===== config.mk =====
export PLATFORM = sky130hd
export DESIGN_NAME = fb_read_arbiter_flat
export DESIGN_NICKNAME = d
export VERILOG_FILES = /design/src/rtl/fb_arb_pkg.sv /design/src/rtl/fb_read_arbiter_if.sv /design/src/rtl/fb_freeze_fsm.sv /design/src/rtl/fb_read_arbiter.sv /design/src/flat_wrapper.sv
export SDC_FILE = /design/constraint.sdc
export NUM_CORES = 1
export LEC_CHECK = 0
export CORE_ASPECT_RATIO = 0.75
export CORE_MARGIN = 5
export CORE_UTILIZATION = 42
export CTS_CLUSTER_DIAMETER = 40
export CTS_CLUSTER_SIZE = 10
export DETAILED_ROUTE_END_ITERATION = 12
export PLACE_DENSITY_LB_ADDON = 0.2
export SLEW_MARGIN = 20
export SYNTH_ARGS = -nofsm -noshare
export SYNTH_HDL_FRONTEND = slang
export SYNTH_SLANG_ARGS = --single-unit

===== constraint.sdc =====
create_clock -name clk_in -period 2.8 [get_ports clk_in]
set_input_delay 0.28 -clock clk_in [delete_from_list [all_inputs] [get_ports clk_in]]
set_output_delay 0.28 -clock clk_in [all_outputs]
set_load 0.02 [all_outputs]

===== src/rtl/fb_arb_pkg.sv =====
// Shared types and constants for the frame-buffer read arbiter: read-tag layout,
// freeze FSM states and frame geometry.
package fb_arb_pkg;

    localparam int unsigned FB_WIDTH  = 320;
    localparam int unsigned FB_HEIGHT = 240;

    localparam logic OWNER_DISP = 1'b0;
    localparam logic OWNER_PROC = 1'b1;

    typedef enum logic [1:0] {
        RUN,
        ARMED,
        FROZEN,
        DRAIN
    } freeze_state_t;

    typedef struct packed {
        logic valid;
        logic owner;
    } rd_tag_t;

endpackage


===== src/rtl/fb_read_arbiter_if.sv =====
// Bundle of the display, processor, BRAM port B and camera-freeze signals seen by
// fb_read_arbiter; slave is the arbiter side, master the surrounding system.
interface fb_read_arbiter_if #(
    parameter int unsigned ADDR_W = 17,
    parameter int unsigned DATA_W = 16
);
    logic              disp_valid_in;
    logic [ADDR_W-1:0] disp_addr_in;
    logic [DATA_W-1:0] disp_data_out;
    logic              disp_data_valid_out;
    logic              proc_req_in;
    logic [ADDR_W-1:0] proc_addr_in;
    logic              proc_gnt_out;
    logic [DATA_W-1:0] proc_data_out;
    logic              proc_data_valid_out;
    logic              proc_starve_out;
    logic              bram_en_out;
    logic [ADDR_W-1:0] bram_addr_out;
    logic [DATA_W-1:0] bram_data_in;
    logic              freeze_req_in;
    logic              frame_done_in;
    logic              cam_we_in;
    logic              cam_we_out;
    logic              frozen_out;

    modport slave (
        input  disp_valid_in, disp_addr_in, proc_req_in, proc_addr_in, bram_data_in,
               freeze_req_in, frame_done_in, cam_we_in,
        output disp_data_out, disp_data_valid_out, proc_gnt_out, proc_data_out,
               proc_data_valid_out, proc_starve_out, bram_en_out, bram_addr_out,
               cam_we_out, frozen_out
    );

    modport master (
        output disp_valid_in, disp_addr_in, proc_req_in, proc_addr_in, bram_data_in,
               freeze_req_in, frame_done_in, cam_we_in,
        input  disp_data_out, disp_data_valid_out, proc_gnt_out, proc_data_out,
               proc_data_valid_out, proc_starve_out, bram_en_out, bram_addr_out,
               cam_we_out, frozen_out
    );

endinterface


===== src/rtl/fb_freeze_fsm.sv =====
// Freezes camera writes to port A on a frame boundary so the processor sees an
// untorn frame; writes resume only at the next frame boundary after release.
module fb_freeze_fsm
    import fb_arb_pkg::*;
(
    input  logic clk_in,
    input  logic rst_in,
    input  logic freeze_req_in,
    input  logic frame_done_in,
    input  logic cam_we_in,
    output logic cam_we_out,
    output logic frozen_out
);

    freeze_state_t state_q, state_d;
    logic          frozen_q, frozen_d;
    logic          block_q, block_d;

    always_comb begin
        state_d = state_q;
        unique case (state_q)
            RUN:     if (freeze_req_in) state_d = frame_done_in ? FROZEN : ARMED;
            ARMED:   if (!freeze_req_in) state_d = RUN;
                     else if (frame_done_in) state_d = FROZEN;
            FROZEN:  if (!freeze_req_in) state_d = DRAIN;
            DRAIN:   if (freeze_req_in) state_d = FROZEN;
                     else if (frame_done_in) state_d = RUN;
            default: state_d = RUN;
        endcase
        frozen_d = (state_d == FROZEN);
        block_d  = (state_d == FROZEN) || (state_d == DRAIN);
    end

    always_ff @(posedge clk_in or negedge rst_in) begin
        if (!rst_in) begin
            state_q  <= RUN;
            frozen_q <= 1'b0;
            block_q  <= 1'b0;
        end else begin
            state_q  <= state_d;
            frozen_q <= frozen_d;
            block_q  <= block_d;
        end
    end

    assign cam_we_out = rst_in & cam_we_in & ~block_q;
    assign frozen_out = frozen_q;

endmodule


===== src/rtl/fb_read_arbiter.sv =====
// Shares frame-buffer read port B between the display (strict priority) and the
// QR processor, routes returning data by tag and flags processor starvation.
module fb_read_arbiter
    import fb_arb_pkg::*;
#(
    parameter int unsigned ADDR_W       = 17,
    parameter int unsigned DATA_W       = 16,
    parameter int unsigned READ_LAT     = 2,
    parameter int unsigned STARVE_LIMIT = 1024
) (
    input logic            clk_in,
    input logic            rst_in,
    fb_read_arbiter_if.slave bus
);

    localparam int unsigned    CntW   = $clog2(STARVE_LIMIT + 1);
    localparam logic [CntW-1:0] CntMax = CntW'(STARVE_LIMIT);

    logic                          disp_sel, proc_sel;
    logic [ADDR_W-1:0]             addr_q, addr_d;
    rd_tag_t [READ_LAT-1:0]        tag_q, tag_d;
    rd_tag_t                       tag_out;
    logic [CntW-1:0]               cnt_q, cnt_d;
    logic                          starve_q, starve_d;

    always_comb begin
        // Qualified by reset so port B stays idle while rst_in is held low.
        disp_sel = rst_in & bus.disp_valid_in;
        proc_sel = rst_in & ~bus.disp_valid_in & bus.proc_req_in;

        addr_d = addr_q;
        if (disp_sel)      addr_d = bus.disp_addr_in;
        else if (proc_sel) addr_d = bus.proc_addr_in;

        tag_d    = tag_q;
        tag_d[0] = '{valid: disp_sel | proc_sel, owner: proc_sel ? OWNER_PROC : OWNER_DISP};
        for (int i = 1; i < int'(READ_LAT); i++) tag_d[i] = tag_q[i-1];

        cnt_d = '0;
        if (bus.proc_req_in && !proc_sel) cnt_d = (cnt_q == CntMax) ? cnt_q : cnt_q + 1'b1;
        starve_d = starve_q | (cnt_d == CntMax);
    end

    always_ff @(posedge clk_in or negedge rst_in) begin
        if (!rst_in) begin
            addr_q   <= '0;
            tag_q    <= '0;
            cnt_q    <= '0;
            starve_q <= 1'b0;
        end else begin
            addr_q   <= addr_d;
            tag_q    <= tag_d;
            cnt_q    <= cnt_d;
            starve_q <= starve_d;
        end
    end

    assign tag_out = tag_q[READ_LAT-1];

    assign bus.bram_en_out         = disp_sel | proc_sel;
    assign bus.bram_addr_out       = addr_d;
    assign bus.proc_gnt_out        = proc_sel;
    assign bus.proc_starve_out     = starve_q;
    assign bus.disp_data_valid_out = tag_out.valid & (tag_out.owner == OWNER_DISP);
    assign bus.proc_data_valid_out = tag_out.valid & (tag_out.owner == OWNER_PROC);
    assign bus.disp_data_out       = bus.disp_data_valid_out ? bus.bram_data_in : '0;
    assign bus.proc_data_out       = bus.proc_data_valid_out ? bus.bram_data_in : '0;

    fb_freeze_fsm u_freeze (
        .clk_in        (clk_in),
        .rst_in        (rst_in),
        .freeze_req_in (bus.freeze_req_in),
        .frame_done_in (bus.frame_done_in),
        .cam_we_in     (bus.cam_we_in),
        .cam_we_out    (bus.cam_we_out),
        .frozen_out    (bus.frozen_out)
    );

endmodule


===== src/flat_wrapper.sv =====
// flat-port wrapper written by rule: the top's interface ports become plain ports
module fb_read_arbiter_flat import fb_arb_pkg::*;
#(
    parameter int unsigned ADDR_W       = 17,
    parameter int unsigned DATA_W       = 16,
    parameter int unsigned READ_LAT     = 2,
    parameter int unsigned STARVE_LIMIT = 1024
)
  (clk_in, rst_in, bus_disp_valid_in, bus_disp_addr_in, bus_proc_req_in, bus_proc_addr_in, bus_bram_data_in, bus_freeze_req_in, bus_frame_done_in, bus_cam_we_in, bus_disp_data_out, bus_disp_data_valid_out, bus_proc_gnt_out, bus_proc_data_out, bus_proc_data_valid_out, bus_proc_starve_out, bus_bram_en_out, bus_bram_addr_out, bus_cam_we_out, bus_frozen_out);
  fb_read_arbiter_if #(.ADDR_W(ADDR_W), .DATA_W(DATA_W)) bus_i ();
  input logic clk_in;
  input logic rst_in;
  input wire logic [$bits(bus_i.disp_valid_in)-1:0] bus_disp_valid_in;
  input wire logic [$bits(bus_i.disp_addr_in)-1:0] bus_disp_addr_in;
  input wire logic [$bits(bus_i.proc_req_in)-1:0] bus_proc_req_in;
  input wire logic [$bits(bus_i.proc_addr_in)-1:0] bus_proc_addr_in;
  input wire logic [$bits(bus_i.bram_data_in)-1:0] bus_bram_data_in;
  input wire logic [$bits(bus_i.freeze_req_in)-1:0] bus_freeze_req_in;
  input wire logic [$bits(bus_i.frame_done_in)-1:0] bus_frame_done_in;
  input wire logic [$bits(bus_i.cam_we_in)-1:0] bus_cam_we_in;
  output wire logic [$bits(bus_i.disp_data_out)-1:0] bus_disp_data_out;
  output wire logic [$bits(bus_i.disp_data_valid_out)-1:0] bus_disp_data_valid_out;
  output wire logic [$bits(bus_i.proc_gnt_out)-1:0] bus_proc_gnt_out;
  output wire logic [$bits(bus_i.proc_data_out)-1:0] bus_proc_data_out;
  output wire logic [$bits(bus_i.proc_data_valid_out)-1:0] bus_proc_data_valid_out;
  output wire logic [$bits(bus_i.proc_starve_out)-1:0] bus_proc_starve_out;
  output wire logic [$bits(bus_i.bram_en_out)-1:0] bus_bram_en_out;
  output wire logic [$bits(bus_i.bram_addr_out)-1:0] bus_bram_addr_out;
  output wire logic [$bits(bus_i.cam_we_out)-1:0] bus_cam_we_out;
  output wire logic [$bits(bus_i.frozen_out)-1:0] bus_frozen_out;
  assign bus_i.disp_valid_in = bus_disp_valid_in;
  assign bus_i.disp_addr_in = bus_disp_addr_in;
  assign bus_i.proc_req_in = bus_proc_req_in;
  assign bus_i.proc_addr_in = bus_proc_addr_in;
  assign bus_i.bram_data_in = bus_bram_data_in;
  assign bus_i.freeze_req_in = bus_freeze_req_in;
  assign bus_i.frame_done_in = bus_frame_done_in;
  assign bus_i.cam_we_in = bus_cam_we_in;
  assign bus_disp_data_out = bus_i.disp_data_out;
  assign bus_disp_data_valid_out = bus_i.disp_data_valid_out;
  assign bus_proc_gnt_out = bus_i.proc_gnt_out;
  assign bus_proc_data_out = bus_i.proc_data_out;
  assign bus_proc_data_valid_out = bus_i.proc_data_valid_out;
  assign bus_proc_starve_out = bus_i.proc_starve_out;
  assign bus_bram_en_out = bus_i.bram_en_out;
  assign bus_bram_addr_out = bus_i.bram_addr_out;
  assign bus_cam_we_out = bus_i.cam_we_out;
  assign bus_frozen_out = bus_i.frozen_out;
  fb_read_arbiter #(.ADDR_W(ADDR_W), .DATA_W(DATA_W), .READ_LAT(READ_LAT), .STARVE_LIMIT(STARVE_LIMIT)) u_core (.clk_in(clk_in), .rst_in(rst_in), .bus(bus_i));
endmodule

==> implementation parameters <==
Parameter                              Value

Logic synthesis
  FFs w/ async S/R, synth    1.000
  Net count after synthesis    274
  Cell type with the largest total area after synthesis    dfrtp_1
  Leading post-synthesis cells by cell area    dfrtp_1, mux2i_1, and2_1
  Flop and latch count out of synthesis    37
  Synth Warn #    0
  Number of synthesized flops with an enable pin    0
  Mean Syn Cell Area    9.422 um^2
  Post-Syn Area    2026 um^2
  Area fraction of the dominant cell type after synthesis    0.4571
  Register area share after synthesis    0.4571
  Predominant post-synthesis flop cell    dfrtp_1
  Synthesized instance count    215
  Synth cell types    42

Die
  Area of the die    6326 um^2
  Initial Util    0.4431
  IO Pins    113
  Horizontal die dimension    90.19 um
  Total number of placement rows    21
  DIE HEIGHT    70.15 um
  Core box area    4572 um^2

Global route
  Global-route wire length before repair    9432 um
  Antenna violations before repair    0
  Pin count of the biggest net entering global routing    36
  Aggregate global-route resource usage    0.1818
  Remaining global-route overflow    0
  Vias in the first global route    1966

Cells and area
  Cell area after layout    3297 um^2
  Fraction of layout instances using a drive strength above 1    0.05793
  Antenna diode count    0
  Share of the core filled with cells    0.7211
  Post-layout net count    386
  Synth-to-layout area growth    62.75%

STA
  Final Critical Period    2.519 ns
  Hold Vio Cnt, Final    0
  Relative slew slack    0.6773
  Actual slew at the worst max-slew pin    0.4719 ns
  Setup repair after global routing missed its margin    false
  Highest clock frequency the design can meet    397.0 MHz
  Setup TNS    0 ns
  Maximum clock skew at final layout    0.005594 ns
  Slew Limit Fails    0
  Final setup violating endpoints    0
  Portion of the clock cycle consumed by the worst path in the final layout    0.8996

Route
  Remaining design rule violation count    0
  Vias per cell    5.195
  Count of TritonRoute iterations in the first routing pass    4
  Antenna-violating nets left    0
  WL final    5871 um
  Routed vias    2000
  Average wire length per cell after detail routing    15.25 um
  Iter 0 DRT Violations    89

Placed design
  Half-perimeter wire length after detailed placement    4506 um
  Total placed instance area    3209 um^2
  Port Buf Inserts    112
  Gp weighted congestion    0.8171

Clock network
  Clock-pin slew of the registers on the worst-case setup and hold paths    0.07 ns
  Clock tree root driver cell    clkbuf_8
  Number of clock sinks    37
  Clock tree from TritonCTS    yes
  Number of clock buffers inserted by TritonCTS    5
  Number of buffers inserted to repair setup after CTS    0
  Clock network latency to the later pin of the worst-skew pair    0.29 ns
  CTS HTree Levels    2
  Cts hold-fix bufs    0
  Post_cts resized    0
  Maximum clock insertion buffer count    2

Flow run
  Max-capacitance violation count    0

Critical path
  CP required    2.52 ns
  Highest net fanout along the worst path    18
  Arrival time reported for the critical path endpoint    2.24 ns
  Crit. End Element    output port
  CP startpoint kind    input port
  Critical setup path kind    in2out

Min path
  HP Class    in2async

Run status
  Result of the run    finished, final reports clean

Power
  Worst supply voltage drop on vdd    0.3091 mV
  Power per cell area    426.2 nW/um^2
  Leakage power    0.001495 uW
## final timing paths
check,startpoint,endpoint,depth (start not counted),slack (ns)
worst max-delay path,bus_proc_req_in,bus_bram_addr_out[14],6,0.28
worst min-delay path,rst_in,u_core.cnt_q[8]$_DFF_PN0_,2,0.04
worst max register to register,u_core.cnt_q[1]$_DFF_PN0_,u_core.bus.proc_starve_out$_DFF_PN0_,6,0.83
worst min register to register,u_core.tag_d[2]$_DFF_PN0_,u_core.tag_out[0]$_DFF_PN0_,0,0.35
max in group asynchronous,rst_in,u_core.addr_q[16]$_DFF_PN0_,2,2.54
min in group clk_in,u_core.tag_d[2]$_DFF_PN0_,u_core.tag_out[0]$_DFF_PN0_,0,0.35
## where the power goes
group / switching (uW) / total, uW / internal, uW
Clock: 195 / 370 / 175
Combinational: 194 / 418 / 224
Sequential: 28.7 / 617 / 588
Total: 418 / 1410 / 987
## Yosys cell counts, drive strengths merged (2+ instances only)
cell type,count
a21oi,3
a22o,2
a31o,2
and2,18
and3,18
buf,5
clkbuf,7
dfrtp,37
ha,2
inv,4
mux2i,17
nand2,24
nand2b,2
nand3,5
nand3b,2
nand4,4
nor2,13
nor2b,2
nor3,2
o21ai,20
or3,2
xnor2,6
xor2,4
## metrics by stage
step | power [uW] | setup slack, ns | std cells | hold WS [ns]
after global routing | 1466 | 0.1633 | 385 | 0.05163
final | 1405 | 0.2810 | 385 | 0.03660
after global placement | 1038 | 0.3199 | 377 | 0.3329
after floorplan | 805.4 | 1.027 | 215 | -0.01559
after CTS | 1418 | 0.2934 | 385 | 0.03046
after detailed placement | 1048 | 0.3115 | 377 | 0.3397
## cells by family (layout without fill, tap and decap cells)
group / count (synthesis) / in the layout / share of synthesized area
compound gates: 35 / 35 / 0.1075
xor+xnor: 10 / 10 / 0.04323
fa+ha+maj: 2 / 2 / 0.01235
buf+inv: 16 / 129 / 0.03397
flops: 37 / 37 / 0.4571
mux: 17 / 17 / 0.08400
simple gates: 98 / 98 / 0.2619
## sequential cells by signal, summed over array words and instances (netlist names)
name                        flops
u_core.addr_q                  17
u_core.u_freeze.state_q         2
u_core.u_freeze.frozen_out      1
u_core.cnt_q                   11
u_core.tag_d                    2
u_core.u_freeze.block_q         1
u_core.bus.proc_starve_out      1
u_core.tag_out                  2
## final cells by class
cell class,count,area (um^2)
Inverter,4,15.01
Fill cell,347,1275
Clock inverter,2,15.01
Sequential cell,37,925.9
Multi-Input combinational cell,162,1031
Timing Repair Buffer,117,1166
Clock buffer,6,72.57
Tap cell,57,71.32
## placed cells by master, fill, tap and decap left out, types with 4 or more instances in the layout
cell and count:
and2_1 18, dfrtp_1 37, buf_4 4, nor2_1 13, nand2_1 24, inv_1 4, and3_1 17, clkbuf_8 5
xnor2_1 6, nand3_1 5, xor2_1 4, o21ai_0 19, mux2i_1 17, clkdlybuf4s50_1 111
## worst max-delay path: stages
cell	delay, ns
clkdlybuf4s50_1	0.54
nand3b_1	0.15
buf_12	0.19
mux2i_1	0.12
o21ai_0	0.26
clkdlybuf4s50_1	0.68
## routing by layer
metal  routed length (um)  up-vias  GRT usage
met5                    0        -          0
met4                   65        0    0.04959
met3                  593        9    0.06652
met2                 2777       92     0.3052
met1                 2434      927     0.2202
li1                     -      972          -
Note: power is estimated with default switching activity, not from simulation.
